## config.mk

```make
export PLATFORM = sky130hd
export DESIGN_NAME = mux_scan_sequencer
export DESIGN_NICKNAME = d
export VERILOG_FILES = /design/src/rtl/mux_scan_sequencer.sv
export SDC_FILE = /design/constraint.sdc
export NUM_CORES = 1
export LEC_CHECK = 0
export ABC_AREA = 1
export BUFFER_PORTS_ARGS = -buffer_cell sky130_fd_sc_hd__buf_2
export CAP_MARGIN = 15
export CORE_MARGIN = 3
export CORE_UTILIZATION = 53
export CTS_BUF_LIST = sky130_fd_sc_hd__clkbuf_4
export DETAILED_ROUTE_END_ITERATION = 8
export GPL_TIMING_DRIVEN = 0
export MAX_ROUTING_LAYER = met4
export PLACE_DENSITY_LB_ADDON = 0.25
export SLEW_MARGIN = 20
export SYNTH_ARGS = -nofsm -noshare
export SYNTH_HDL_FRONTEND = slang
export SYNTH_SLANG_ARGS = --single-unit
```

## constraint.sdc

```tcl
create_clock -name clk -period 4.3 [get_ports clk]
set_clock_uncertainty 0.15 [all_clocks]
set_input_delay 0.215 -clock clk [delete_from_list [all_inputs] [get_ports clk]]
set_output_delay 0.215 -clock clk [all_outputs]
set_load 0.1 [all_outputs]
```

## src/rtl/mux_scan_sequencer.sv

```systemverilog
// mux_scan_sequencer
//   Drives and checks a mux_8x1 block. It latches an 8-bit word onto the mux
//   data inputs and steps the selects through all eight codes. Each code is
//   held for HOLD_CYCLES cycles, and the mux output is sampled at the end of
//   that hold window. The sampled bits rebuild the word, which is then
//   compared against the latched word.
//
// Ports
//   clk       in   sole clock, rising edge
//   reset     in   synchronous active-high reset
//   start     in   single-cycle scan request, sampled only in IDLE
//   data_in   in   [7:0] word to scan (bit i -> mux input i)
//   mux_out   in   mux_8x1 returnVal
//   mux_in    out  [7:0] latched word driving mux inputs a..h
//   s0,s1,s2  out  mux selects, {s0,s1,s2} = index (s0 is the MSB)
//   busy      out  high in SCAN and DONE
//   done      out  one-cycle pulse in DONE
//   data_out  out  [7:0] rebuilt word
//   mismatch  out  data_out != mux_in, valid after DONE until next start/reset
module mux_scan_sequencer #(
  parameter int HOLD_CYCLES = 1
) (
  input  logic       clk,
  input  logic       reset,
  input  logic       start,
  input  logic [7:0] data_in,
  input  logic       mux_out,
  output logic [7:0] mux_in,
  output logic       s0,
  output logic       s1,
  output logic       s2,
  output logic       busy,
  output logic       done,
  output logic [7:0] data_out,
  output logic       mismatch
);

  typedef enum logic [1:0] {
    IDLE = 2'd0,
    SCAN = 2'd1,
    DONE = 2'd2
  } stateT;

  localparam logic [3:0] HOLD_LAST = 4'(HOLD_CYCLES - 1);

  stateT      state;
  stateT      stateNext;
  logic [2:0] sel;
  logic [3:0] holdCnt;
  logic [7:0] muxInQ;
  logic [7:0] dataOutQ;
  logic       mismatchQ;
  logic       holdDone;

  assign holdDone = (holdCnt == HOLD_LAST);

  // State register
  always_ff @(posedge clk) begin
    if (reset) begin
      state <= IDLE;
    end else begin
      state <= stateNext;
    end
  end

  // Next-state logic
  always_comb begin
    stateNext = state;
    case (state)
      IDLE:    if (start) stateNext = SCAN;
      SCAN:    if (holdDone && (sel == 3'd7)) stateNext = DONE;
      DONE:    stateNext = IDLE;
      default: stateNext = IDLE;
    endcase
  end

  // Index, hold counter and data registers
  always_ff @(posedge clk) begin
    if (reset) begin
      sel       <= '0;
      holdCnt   <= '0;
      muxInQ    <= '0;
      dataOutQ  <= '0;
      mismatchQ <= 1'b0;
    end else begin
      case (state)
        IDLE: begin
          if (start) begin
            muxInQ    <= data_in;
            dataOutQ  <= '0;
            mismatchQ <= 1'b0;
            sel       <= '0;
            holdCnt   <= '0;
          end
        end
        SCAN: begin
          if (holdDone) begin
            dataOutQ[sel] <= mux_out;
            holdCnt       <= '0;
            // sel stays at 7 on the last code so DONE still selects h
            if (sel != 3'd7) sel <= sel + 3'd1;
          end else begin
            holdCnt <= holdCnt + 4'd1;
          end
        end
        DONE: begin
          mismatchQ <= (dataOutQ != muxInQ);
        end
        default: ;
      endcase
    end
  end

  // sel is already 7 throughout DONE, so it can drive the selects there as well
  assign {s0, s1, s2} = (state == IDLE) ? 3'b000 : sel;
  assign busy         = (state != IDLE);
  assign done         = (state == DONE);
  assign mux_in       = muxInQ;
  assign data_out     = dataOutQ;
  assign mismatch     = mismatchQ;

endmodule

```

==> results by group <==
Run status
  – Status: complete, no violations

Route
  – Final ANT Viol Nets: 0
  – DRC: 0
  – Drt first pass iters: 4
  – Vias per cell: ~5
  – Post-Route WL: 3220 um
  – Wire length per cell: around 11 um
  – Initial DRC count: 82
  – Vias: 1458

Floorplanning
  – Chip width: slightly below 60 um
  – Initial cell density of the core: 56.7%
  – Die H: around 58 um
  – DIE AREA: roughly 0.0034 mm^2
  – CORE AREA: 0.00252 mm^2
  – IO Pins: 34
  – Rows: 18

Placement
  – GP Congestion: about 0.94
  – Placed cell count: 283
  – Final HPWL DP: approximately 2300 um
  – I/O Buffers: 33
  – Placement Setup Slack: between 2000 and 3000 ps

Critical path
  – Worst EP required: roughly 4000 ps
  – CP Max Fanout: 7
  – Critical path arrival: 1500 ps
  – Crit Path Class: flip-flop to output pin
  – Depth of the worst register-to-register path: 6
  – Worst Setup End Kind: output pin
  – Crit start category: flip-flop

Worst hold path
  – Hold Path Depth: 3
  – Hold Crit Class: primary input to flip-flop

Synthesis
  – Synth area leader: dfxtp_1
  – Synth area leaders: dfxtp_1, nand2_1, nor2_1
  – Mapped Nets: 236
  – Synthesized flop and latch total: 26
  – Yosys top cell area share: a little over a third
  – Cells after Synth: 220
  – Cell Area, Synth: 0.00143 mm^2
  – Sequential-to-total area share from yosys stat: 36.4%
  – Yosys warns: 0
  – Syn avg cell area: 6.51 um^2
  – Netlist cell types: 22
  – Async set-reset flop share out of synthesis: 0%
  – EDFF count, synth: 0
  – Main synth FF type: dfxtp_1

Clock tree
  – Clk root buf: clkbuf_4
  – TritonCTS Buffers: 3
  – Sink Count: 26
  – Post_cts resized: 0
  – Clk slew on worst S/H paths: about 140 ps
  – TritonCTS clock tree: yes
  – Maximum level of the CTS H-tree: 1
  – Clk_lat worst skew: 320 ps
  – Max clock buf depth: 2

STA
  – Final Cycle Share: 43.4%
  – Tmin final: 1870 ps
  – RSZ-0062 raised after global routing: no
  – Final setup viols: 0
  – Max-slew violation count: 0
  – Final hold violation count: 0
  – Fmax: ~540 MHz
  – Slew headroom: 67.3%
  – Least-Margin Pin Slew: approximately 490 ps
  – Final WS setup: 2430 ps
  – Setup TNS: 0 ps

Layout
  – Cell Count, Final, Fillers Out: 292
  – Most frequent cells in the layout: nand2_1, nor2_1, buf_2, dfxtp_1, inv_1
  – NumNets Final: 280
  – Layout cells sized above 1: 19.5%
  – Commonest non-fill, non-tap cell in the layout: nand2_1
  – Area Overhead vs Synth: 19.9%
  – Ant diodes: 0

Global route
  – Largest net degree at the start of global routing: 14
  – Total Routing Usage GR: 22.0%
  – Antenna violations before repair: 0
  – Gr ovfl total: 0
  – Vias in the first global route: roughly 1300
  – Global-route wire length before repair: 5640 um

Run
  – Max-cap viol count: 0

Power and ir drop
  – Internal power: 342 uW
  – P_leak: slightly below 0.9 nW
  – Clock power frac: 16.9%
  – Pwr dens: 352 mW/mm^2
  – Seq pwr share: 45.0%
  – Switching share of power: 43.3%
  – IR drop worst, VDD: 0.285 mV
  – Combinational power share: 38.1%
  – NetSw: 261 uW
flip-flops by register name, indices dropped and copies added, names as in the netlist:
name      count
mismatch      1
state         2
data_out      8
sel           3
mux_in        8
holdCnt       4
logic make-up (layout without fill, tap and decap cells):
family	Yosys count	in the layout	synth area share (%)
and+or+nand+nor	132	132	39.1
buffers and inverters	31	73	10.4
DFF	26	26	36.4
AOI/OAI and AO/OA	24	24	8.83
adders and majority gates	4	4	3.50
xor gates and xnor gates	3	3	1.84
cells in the mapped netlist (3+ instances only):
cell / number
nand2_1: 59
nor2_1: 43
dfxtp_1: 26
inv_1: 23
nand3_1: 21
a21oi_1: 12
o21ai_0: 8
ha_1: 4
buf_6: 3
inv_2: 3
nor2_2: 3
nor2_4: 3
routing by layer:
layer	share of wire (%)	up-vias	wire length, um	track usage [%]
met1	46	642	1500	28.4
met4	1.1	0	36	5.63
li1	-	769	-	-
met3	5.1	8	164	4.01
met2	47	39	1530	35.3
met5	0	-	0	-
worst max-delay path, cell delays in order (launching register included):
cell	delay, ps
dfxtp_1	470
inv_1	160
nor2_1	120
buf_2	420
through the flow:
| stage | cell area, um^2 | util, % | power (mW) | hold WS (ps) |
|---|---|---|---|---|
| 4_1_cts | 1720 | 68.1 | 0.609 | 4.10 |
| 3_3_place_gp | 1630 | 64.8 | 0.499 | 287 |
| 2_1_floorplan | 1430 | - | 0.464 | 134 |
| 3_5_place_dp | 1630 | 64.8 | 0.502 | 296 |
| 5_1_grt | 1720 | 68.1 | 0.638 | 22.4 |
| 6_report | 1720 | 68.1 | 0.603 | 9.84 |
power by group through the flow:
stage | sequential [mW] | combinational (mW) | clock, mW
after global routing | 0.274 | 0.248 | 0.115
after floorplan | 0.372 | 0.0911 | 0
after detailed placement | 0.277 | 0.225 | 0
final | 0.272 | 0.230 | 0.102
after CTS | 0.272 | 0.230 | 0.108
after global placement | 0.277 | 0.223 | 0
repair_timing:
| action | CTS | global route |
|---|---|---|
| hold buffers | 6 | 0 |
| endpoints found under the hold margin | 10 | 0 |
| setup endpoints to repair | 0 | 0 |
| buffers inserted | 0 | 0 |
cell type report:
cell class              count  area [um^2]
clock buffers               3         22.5
flip-flops and latches     26          520
plain buffers               5         51.3
fillers                   241          806
well taps                  30         37.5
multi-input cells         163          762
inverters                  26         97.6
repair buffers             39          225
worst paths after layout:
| kind | startpoint | to | slack (ps) |
|---|---|---|---|
| max | sel[0] | s2 | 2430 |
| min | data_in[0] | mux_in[0] | 10 |
| max reg2reg | sel[0] | sel[2] | 2650 |
| min reg2reg | mux_in[0] | mux_in[0] | 350 |
Power figures use the tool's default switching activity.
